==> src/rtl/mem_port_arbiter_if.sv <==
// Shared RAM port bundle: fetch and data requester
// channels plus the external RAM command/return bus.
interface mem_port_arbiter_if #(
  parameter int WORD_WIDTH = 32,
  parameter int RAM_WIDTH  = 32
);
  logic                  if_req;
  logic [WORD_WIDTH-1:0] if_addr;
  logic                  if_gnt;
  logic                  if_rvalid;
  logic [RAM_WIDTH-1:0]  if_rdata;

  logic                  dm_req;
  logic                  dm_we;
  logic [WORD_WIDTH-1:0] dm_addr;
  logic [RAM_WIDTH-1:0]  dm_wdata;
  logic                  dm_gnt;
  logic                  dm_rvalid;
  logic [RAM_WIDTH-1:0]  dm_rdata;

  logic                  ram_read;
  logic                  ram_write;
  logic [WORD_WIDTH-1:0] ram_addr;
  logic [RAM_WIDTH-1:0]  ram_wdata;
  logic [RAM_WIDTH-1:0]  ram_rdata;

  modport master (
    output if_req, if_addr,
    input  if_gnt, if_rvalid, if_rdata,
    output dm_req, dm_we, dm_addr, dm_wdata,
    input  dm_gnt, dm_rvalid, dm_rdata,
    input  ram_read, ram_write, ram_addr, ram_wdata,
    output ram_rdata
  );

  modport slave (
    input  if_req, if_addr,
    output if_gnt, if_rvalid, if_rdata,
    input  dm_req, dm_we, dm_addr, dm_wdata,
    output dm_gnt, dm_rvalid, dm_rdata,
    output ram_read, ram_write, ram_addr, ram_wdata,
    input  ram_rdata
  );
endinterface

==> src/rtl/mem_port_arbiter.sv <==
// Single RAM port shared by fetch and data requesters;
// data-first priority with a starvation guard for fetch.
module mem_port_arbiter #(
  parameter int WORD_WIDTH      = 32,
  parameter int RAM_WIDTH       = 32,
  parameter int RAM_LATENCY     = 1,
  parameter int MAX_DATA_STREAK = 4
) (
  input logic               clk,
  input logic               rst,
  mem_port_arbiter_if.slave bus
);

  typedef enum logic [1:0] {
    S_IDLE,
    S_CMD,
    S_WAIT
  } state_t;

  localparam logic [3:0] LP_MAX = 4'(MAX_DATA_STREAK);
  localparam logic [3:0] LP_LAT = 4'(RAM_LATENCY - 1);

  state_t r_state;
  state_t w_state_nxt;
  logic [3:0] r_streak;
  logic [3:0] w_streak_nxt;
  logic [3:0] r_lat;
  logic r_owner_dm;
  logic r_we;
  logic w_go;
  logic w_pick_dm;
  logic w_pick_we;
  logic w_done;

  logic                  r_if_gnt;
  logic                  r_dm_gnt;
  logic                  r_if_rvalid;
  logic                  r_dm_rvalid;
  logic [RAM_WIDTH-1:0]  r_if_rdata;
  logic [RAM_WIDTH-1:0]  r_dm_rdata;
  logic                  r_ram_read;
  logic                  r_ram_write;
  logic [WORD_WIDTH-1:0] r_ram_addr;
  logic [RAM_WIDTH-1:0]  r_ram_wdata;

  always_comb begin
    w_state_nxt  = r_state;
    w_streak_nxt = r_streak;
    w_go         = 1'b0;
    w_pick_dm    = 1'b0;
    w_pick_we    = 1'b0;
    w_done       = 1'b0;
    unique case (r_state)
      S_IDLE: begin
        w_go      = bus.if_req | bus.dm_req;
        w_pick_dm = bus.dm_req &
                    ~(bus.if_req & (r_streak == LP_MAX));
        w_pick_we = w_pick_dm & bus.dm_we;
        if (w_go) w_state_nxt = S_CMD;
        // streak only counts data wins that made fetch wait
        if (!bus.if_req || !w_pick_dm)
          w_streak_nxt = '0;
        else if (r_streak != LP_MAX)
          w_streak_nxt = r_streak + 4'd1;
      end
      S_CMD: w_state_nxt = r_we ? S_IDLE : S_WAIT;
      S_WAIT: begin
        w_done = (r_lat == 4'd0);
        if (w_done) w_state_nxt = S_IDLE;
      end
      default: w_state_nxt = S_IDLE;
    endcase
  end

  always_ff @(posedge clk) begin
    if (rst) begin
      r_state  <= S_IDLE;
      r_streak <= '0;
    end else begin
      r_state  <= w_state_nxt;
      r_streak <= w_streak_nxt;
    end
  end

  always_ff @(posedge clk) begin
    if (rst) begin
      r_lat       <= '0;
      r_owner_dm  <= 1'b0;
      r_we        <= 1'b0;
      r_if_gnt    <= 1'b0;
      r_dm_gnt    <= 1'b0;
      r_if_rvalid <= 1'b0;
      r_dm_rvalid <= 1'b0;
      r_if_rdata  <= '0;
      r_dm_rdata  <= '0;
      r_ram_read  <= 1'b0;
      r_ram_write <= 1'b0;
      r_ram_addr  <= '0;
      r_ram_wdata <= '0;
    end else begin
      r_if_gnt    <= w_go & ~w_pick_dm;
      r_dm_gnt    <= w_go & w_pick_dm;
      r_ram_read  <= w_go & ~w_pick_we;
      r_ram_write <= w_go & w_pick_we;
      r_ram_addr  <= !w_go    ? '0 :
                     w_pick_dm ? bus.dm_addr : bus.if_addr;
      r_ram_wdata <= w_pick_we ? bus.dm_wdata : '0;
      r_if_rvalid <= w_done & ~r_owner_dm;
      r_dm_rvalid <= w_done & r_owner_dm;
      if (w_go) begin
        r_owner_dm <= w_pick_dm;
        r_we       <= w_pick_we;
      end
      if (r_state == S_CMD)
        r_lat <= LP_LAT;
      else if (r_state == S_WAIT && !w_done)
        r_lat <= r_lat - 4'd1;
      if (w_done && !r_owner_dm) r_if_rdata <= bus.ram_rdata;
      if (w_done && r_owner_dm)  r_dm_rdata <= bus.ram_rdata;
    end
  end

  assign bus.if_gnt    = r_if_gnt;
  assign bus.dm_gnt    = r_dm_gnt;
  assign bus.if_rvalid = r_if_rvalid;
  assign bus.dm_rvalid = r_dm_rvalid;
  assign bus.if_rdata  = r_if_rdata;
  assign bus.dm_rdata  = r_dm_rdata;
  assign bus.ram_read  = r_ram_read;
  assign bus.ram_write = r_ram_write;
  assign bus.ram_addr  = r_ram_addr;
  assign bus.ram_wdata = r_ram_wdata;

endmodule

==> src/flat_wrapper.sv <==
// flat-port wrapper written by rule: the top's interface ports become plain ports
module mem_port_arbiter_flat 
#(
  parameter int WORD_WIDTH      = 32,
  parameter int RAM_WIDTH       = 32,
  parameter int RAM_LATENCY     = 1,
  parameter int MAX_DATA_STREAK = 4
)
  (clk, rst, bus_if_req, bus_if_addr, bus_if_gnt, bus_if_rvalid, bus_if_rdata, bus_dm_req, bus_dm_we, bus_dm_addr, bus_dm_wdata, bus_dm_gnt, bus_dm_rvalid, bus_dm_rdata, bus_ram_read, bus_ram_write, bus_ram_addr, bus_ram_wdata, bus_ram_rdata);
  mem_port_arbiter_if #(.WORD_WIDTH(WORD_WIDTH), .RAM_WIDTH(RAM_WIDTH)) bus_i ();
  input logic clk;
  input logic rst;
  input wire logic [$bits(bus_i.if_req)-1:0] bus_if_req;
  input wire logic [$bits(bus_i.if_addr)-1:0] bus_if_addr;
  output wire logic [$bits(bus_i.if_gnt)-1:0] bus_if_gnt;
  output wire logic [$bits(bus_i.if_rvalid)-1:0] bus_if_rvalid;
  output wire logic [$bits(bus_i.if_rdata)-1:0] bus_if_rdata;
  input wire logic [$bits(bus_i.dm_req)-1:0] bus_dm_req;
  input wire logic [$bits(bus_i.dm_we)-1:0] bus_dm_we;
  input wire logic [$bits(bus_i.dm_addr)-1:0] bus_dm_addr;
  input wire logic [$bits(bus_i.dm_wdata)-1:0] bus_dm_wdata;
  output wire logic [$bits(bus_i.dm_gnt)-1:0] bus_dm_gnt;
  output wire logic [$bits(bus_i.dm_rvalid)-1:0] bus_dm_rvalid;
  output wire logic [$bits(bus_i.dm_rdata)-1:0] bus_dm_rdata;
  output wire logic [$bits(bus_i.ram_read)-1:0] bus_ram_read;
  output wire logic [$bits(bus_i.ram_write)-1:0] bus_ram_write;
  output wire logic [$bits(bus_i.ram_addr)-1:0] bus_ram_addr;
  output wire logic [$bits(bus_i.ram_wdata)-1:0] bus_ram_wdata;
  input wire logic [$bits(bus_i.ram_rdata)-1:0] bus_ram_rdata;
  assign bus_i.if_req = bus_if_req;
  assign bus_i.if_addr = bus_if_addr;
  assign bus_if_gnt = bus_i.if_gnt;
  assign bus_if_rvalid = bus_i.if_rvalid;
  assign bus_if_rdata = bus_i.if_rdata;
  assign bus_i.dm_req = bus_dm_req;
  assign bus_i.dm_we = bus_dm_we;
  assign bus_i.dm_addr = bus_dm_addr;
  assign bus_i.dm_wdata = bus_dm_wdata;
  assign bus_dm_gnt = bus_i.dm_gnt;
  assign bus_dm_rvalid = bus_i.dm_rvalid;
  assign bus_dm_rdata = bus_i.dm_rdata;
  assign bus_ram_read = bus_i.ram_read;
  assign bus_ram_write = bus_i.ram_write;
  assign bus_ram_addr = bus_i.ram_addr;
  assign bus_ram_wdata = bus_i.ram_wdata;
  assign bus_i.ram_rdata = bus_ram_rdata;
  mem_port_arbiter #(.WORD_WIDTH(WORD_WIDTH), .RAM_WIDTH(RAM_WIDTH), .RAM_LATENCY(RAM_LATENCY), .MAX_DATA_STREAK(MAX_DATA_STREAK)) u_core (.clk(clk), .rst(rst), .bus(bus_i));
endmodule
==> config.mk <==
export PLATFORM = sky130hd
export DESIGN_NAME = mem_port_arbiter_flat
export DESIGN_NICKNAME = d
export VERILOG_FILES = /design/src/rtl/mem_port_arbiter_if.sv /design/src/rtl/mem_port_arbiter.sv /design/src/flat_wrapper.sv
export SDC_FILE = /design/constraint.sdc
export NUM_CORES = 1
export LEC_CHECK = 0
export CORE_MARGIN = 4
export CORE_UTILIZATION = 40
export CTS_CLUSTER_DIAMETER = 100
export DETAILED_ROUTE_END_ITERATION = 10
export HOLD_SLACK_MARGIN = 0.12
export PLACE_DENSITY = 0.88
export SLEW_MARGIN = 20
export SYNTH_ARGS = -nofsm -noshare
export SYNTH_HDL_FRONTEND = slang
export SYNTH_SLANG_ARGS = --single-unit
==> constraint.sdc <==
create_clock -name clk -period 2.73 [get_ports clk]
set_clock_uncertainty 0.15 [all_clocks]
set_input_delay 0.546 -clock clk [delete_from_list [all_inputs] [get_ports clk]]
set_output_delay 0.546 -clock clk [all_outputs]
set_load 0.01 [all_outputs]
==> results of run 1 <==
-- cells by family after synthesis --
kind of cell               Yosys count  share of synthesized area [%]
buffers and inverters               48                          4.914
DFF                                146                          52.66
AOI/OAI and AO/OA                   82                          7.574
and+or+nand+nor                    202                          22.63
adders and majority gates            3                         0.6764
muxes                               64                          11.54
-- power by group --
group	internal [mW]	leakage, nW	total, mW	switching (mW)
Sequential	2.21	1.19	2.24	0.0341
Combinational	0.391	1.95	0.643	0.252
Clock	1.61	0.307	2.47	0.856
-- synthesized netlist by cell type --
cell type / instances
dfxtp_1: 146
nand2b_1: 97
mux2i_1: 64
a21oi_1: 40
o21ai_0: 38
and2_1: 33
nand3_1: 33
clkbuf_1: 25
buf_2: 7
inv_1: 6
buf_6: 5
nand2_1: 5
nor2_1: 5
or3_1: 4
ha_1: 3
nand4_1: 3
nand4b_1: 3
a31oi_1: 2
buf_12: 2
clkbuf_2: 2
nand3b_1: 2
nor2b_1: 2
or2b_1: 2
or4_1: 2
a21oi_2: 1
and3_1: 1
and3b_1: 1
and4b_1: 1
and4bb_2: 1
buf_8: 1
nor3_1: 1
nor3b_1: 1
nor3b_2: 1
nor4b_4: 1
o22a_1: 1
or2_1: 1
or3b_1: 1
or3b_4: 1
-- layout make-up --
class	instances	area (um^2)	area share, %
Clock buffer	21	480.5	5.361
Inverter	6	22.52	0.2513
Clock inverter	9	153.9	1.717
Sequential cell	146	2923	32.61
Timing Repair Buffer	275	2800	31.24
Tap cell	176	220.2	2.457
Multi-Input combinational cell	351	2362	26.36
-- flip-flops by register name, summed over array words and instances (netlist names), 2 cells and up --
name	flops
u_core.bus.ram_wdata	32
u_core.bus.ram_addr	32
u_core.r_streak	4
u_core.bus.dm_rdata	32
u_core.r_state	2
u_core.bus.if_rdata	32
u_core.r_lat	4
-- layer usage --
layer,vias up,track usage [%],routed length (um)
met1,2229,20.94,6140
met2,215,34.02,7893
li1,2341,-,-
met4,0,8.139,454
met3,28,8.806,1600
met5,-,0,0
-- metrics by stage --
stage          total power [mW]  std cells
4_1_cts                   5.412        984
5_1_grt                   5.540        984
6_report                  5.356        984
3_3_place_gp              2.919        954
2_1_floorplan             2.548        545
3_5_place_dp              2.932        954
-- path summary, 6_finish.rpt --
path                                             from                                  end  slack, ns  cells after the start
hold / removal    u_core.bus.dm_rdata[8]$_SDFFE_PP0P_  u_core.bus.dm_rdata[8]$_SDFFE_PP0P_       0.32                      2
hold reg to reg   u_core.bus.dm_rdata[8]$_SDFFE_PP0P_  u_core.bus.dm_rdata[8]$_SDFFE_PP0P_       0.32                      2
setup / recovery                           bus_if_req   u_core.bus.ram_addr[16]$_SDFF_PP0_       0.69                      5
setup reg to reg      u_core.r_streak[0]$_SDFFE_PP0P_   u_core.bus.ram_addr[16]$_SDFF_PP0_       0.73                      6
-- critical path, stage by stage --
cell	delay [ns]
clkdlybuf4s50_1	0.52
and4b_1	0.41
buf_4	0.33
o21ai_0	0.15
a21oi_1	0.24
==> impl_metrics.yaml, run 1 <==
run_status:
  status: "finished, final reports clean"
timing:
  hold_viol: 0
  setup_viol: 0
  slew_violations: 0
  worst_slew_pin_slew_ns: 0.6036
  rsz0062_at_grt: "no"
  hold_slack_ns: 0.3155
  fmax_ghz: 0.4912
  relSlewSlack_pct: 59.67
  fin_crit_ns: 2.036
  fin_crit_sh_pct: 74.57
  setup-tns-final_ns: 0
  fin_ws_ns: 0.6941
pwr:
  powerDensity_nw_per_um2: 597.7
  leakagePower_nw: 3.444
  max-vdd-ir-drop_v: 0.0004289
route:
  first_iter_violations: 253
  num_vias: 4813
  vias_per_cell: 4.891
  drcViolationCount: 0
  ant_nets: 0
  dr.pass1.iters: 4
  drt_wl_total_mm: 16.09
  wire_per_inst_um: 16.35
clocking:
  ctsRootBufferMaster: "clkbuf_16"
  clkTransAtPathRegs_ns: 0.06
  cts.path.max_buffers: 2
  cts_tree: "done"
  h-tree-depth: 4
  cts_buffers: 17
  post-cts-setup-buffers: 0
  cts_resized: 0
  cts.sinks: 146
  ctsHoldBuffers: 0
  insertion_delay_ns: 0.41
placed_design:
  routabilityCongestion: 0.8140
  io_buffers: 266
  post-dp-hpwl_mm: 11.77
  place_area_um2: 8328
  dp_slack_ns: 0.2873
cells_and_area:
  fin_util_pct: 66.88
  antenna_cells: 0
  design_area_um2: 8962
  final_layout_size_suffix_gt1_share_pct: 5.817
  nNetsFinal: 933
  fill_cells: 1035
  mostFrequentLayoutCells: "265 x clkdlybuf4s50_1, 146 x dfxtp_1, 97 x nand2b_1"
  final_common_cell: "clkdlybuf4s50_1"
  area_growth_pct: 61.47
worst_setup_path:
  crit_fanout: 26
  crit_path_end_kind: "flop"
  cp-start-kind: "input pin"
  critPathRequiredTime_ns: 2.90
  cp.arrival_ns: 2.20
  crit_type: "input pin to flop"
die:
  io_pins: 267
  die_h_um: 125.8
  dieArea_um2: 15820
  rows: 42
  initial_core_util_pct: 41.42
  fp.dieW_um: 125.8
  core-area_um2: 13400
yosys:
  synth_area_leaders: "dfxtp_1 53%, mux2i_1 12%, nand2b_1 11%"
  syn_area_per_cell_um2: 10.18
  yosysSeqAreaShare_pct: 52.66
  yosys.area.top_type: "dfxtp_1"
  synth_cell_type_count: 38
  synthDominantCellAreaShare_pct: 52.66
  yosysWarnings: 0
  syn_area_um2: 5550
  ys_ff_latch: 146
  synth_cells: 545
  synth_nets: 681
worst_hold_path:
  hp-class: "flop to flop"
run:
  cap_violations: 0
global_routing:
  grtUsageTotal_pct: 19.68
  antenna_found_initial: 0
  grt_max_degree: 100
  gr-total-overflow: 0
  grt_first_pass_wirelength_mm: 24.94
  grt_pass1_vias: 4795
(Power assumes the default switching activity.)
==> inputs of run 2 (changes only) <==
==> constraint.sdc (replaced) <==
create_clock -name clk -period 2 [get_ports clk]
set_clock_uncertainty 0.15 [all_clocks]
set_input_delay 0.4 -clock clk [delete_from_list [all_inputs] [get_ports clk]]
set_output_delay 0.4 -clock clk [all_outputs]
set_load 0.01 [all_outputs]
==> impl_metrics.yaml, run 2 (synthesis results as in run 1) <==
cells_and_area:
  multi_input_comb_area_um2: 2377
  nNetsFinal: 940
  final_common_cell: "clkdlybuf4s50_1"
  final_layout_size_suffix_gt1_share_pct: 6.977
  area_growth_pct: 63.50
  fill_cells: 971
  antenna_cells: 0
  stdcell_count: 993
  mostFrequentLayoutCells: "265 x clkdlybuf4s50_1, 146 x dfxtp_1, 97 x nand2b_1"
  design_area_um2: 9075
  layout.area.seq_um2: 2923
worst_setup_path:
  crit_type: "flop to output port"
  cp.arrival_ns: 1.33
  crit_chain: "clkdlybuf4s50_1"
  crit_path_end_kind: "output port"
  critPathRequiredTime_ns: 1.45
  slowest_stage: "clkdlybuf4s50_1"
  cp-start-kind: "flop"
  crit_fanout: 1
  cp_top_family: "buffers and inverters"
  cpPeakStageDelay_ns: 0.56
  critPathBufInv: 1
run_status:
  status: "finished, final reports clean"
placed_design:
  place_area_um2: 8386
  post-dp-hpwl_mm: 11.47
  routabilityCongestion: 0.8146
  dp.cells: 960
  dp_slack_ns: -0.1339
  io_buffers: 266
timing:
  slew_violations: 0
  worst_slew_pin_slew_ns: 0.6196
  fmax_ghz: 0.5315
  setup_viol: 0
  setup-tns-final_ns: 0
  fin_ws_ns: 0.1186
  rsz0062_at_grt: "no"
  fin_crit_ns: 1.881
  fin_crit_sh_pct: 94.07
  relSlewSlack_pct: 58.61
  hold_viol: 0
route:
  first_iter_violations: 280
  drt_wl_total_mm: 16.07
  ant_nets: 0
  vias_per_cell: 4.879
  wire_per_inst_um: 16.18
  dr.pass1.iters: 4
  drcViolationCount: 0
  num_vias: 4845
pwr:
  leakagePower_nw: 3.502
  max-vdd-ir-drop_v: 0.0005096
  powerDensity_nw_per_um2: 814.0
clocking:
  cts_resized: 0
  cts.path.max_buffers: 2
  post-cts-setup-buffers: 0
  clkTransAtPathRegs_ns: 0.06
  cts_tree: "done"
  cts.sinks: 146
  cts_buffers: 17
  ctsHoldBuffers: 0
  ctsRootBufferMaster: "clkbuf_16"
  insertion_delay_ns: 0.41
  h-tree-depth: 4
global_routing:
  grtUsageTotal_pct: 19.68
  antenna_found_initial: 0
  grt_pass1_vias: 4855
  grt_max_degree: 103
  grt_first_pass_wirelength_mm: 24.82
  gr-total-overflow: 0
run:
  cap_violations: 0
die:
  dieArea_um2: 15820
  core-area_um2: 13400
  die_h_um: 125.8
  rows: 42
  initial_core_util_pct: 41.42
  fp.dieW_um: 125.8
  io_pins: 267
worst_hold_path:
  hp-class: "input pin to flop"
==> run 2: final timing paths <==
path	start	endpoint	slack, ns	depth (start not counted)
min	rst	u_core.r_streak[1]$_SDFFE_PP0P_	0.17	2
max reg2reg	u_core.r_lat[0]$_SDFFE_PP0P_	u_core.bus.if_rdata[10]$_SDFFE_PP0P_	0.13	6
max	u_core.bus.ram_addr[10]$_SDFF_PP0_	bus_ram_addr[10]	0.12	1
min reg2reg	u_core.bus.dm_rdata[9]$_SDFFE_PP0P_	u_core.bus.dm_rdata[9]$_SDFFE_PP0P_	0.32	2
==> run 2: metrics by stage <==
step / power, mW / hold WS [ns] / util (%)
final: 7.387 / 0.1736 / 67.72
after global routing: 7.665 / 0.1662 / 67.72
after CTS: 7.459 / 0.1453 / 67.42
after detailed placement: 4.008 / 0.3150 / 62.58
after global placement: 3.995 / 0.3079 / 62.58
after floorplan: 3.477 / 0.3044 / -
==> run 2: layer usage <==
layer  vias to the layer above  wire length [um]  track usage (%)
met5                         -                 0                0
met2                       251              7915            33.92
met1                      2205              6091            21.17
met3                        34              1585            8.340
li1                       2355                 -                -
met4                         0               473            8.454
==> run 2: power breakdown <==
group          total (mW)  switching, mW  internal, mW  leakage [nW]
sequential           3.05         0.0394          3.01          1.19
combinational       0.904          0.353         0.551          2.00
clock                3.43           1.25          2.18         0.317
==> run 2: area by class of cell <==
class	instances	area share (%)
clock inverters	13	2.165
inverters	6	0.2482
well taps	176	2.427
repair buffers	282	31.77
flip-flops and latches	146	32.21
clock buffers	19	4.991
multi-input cells	351	26.20
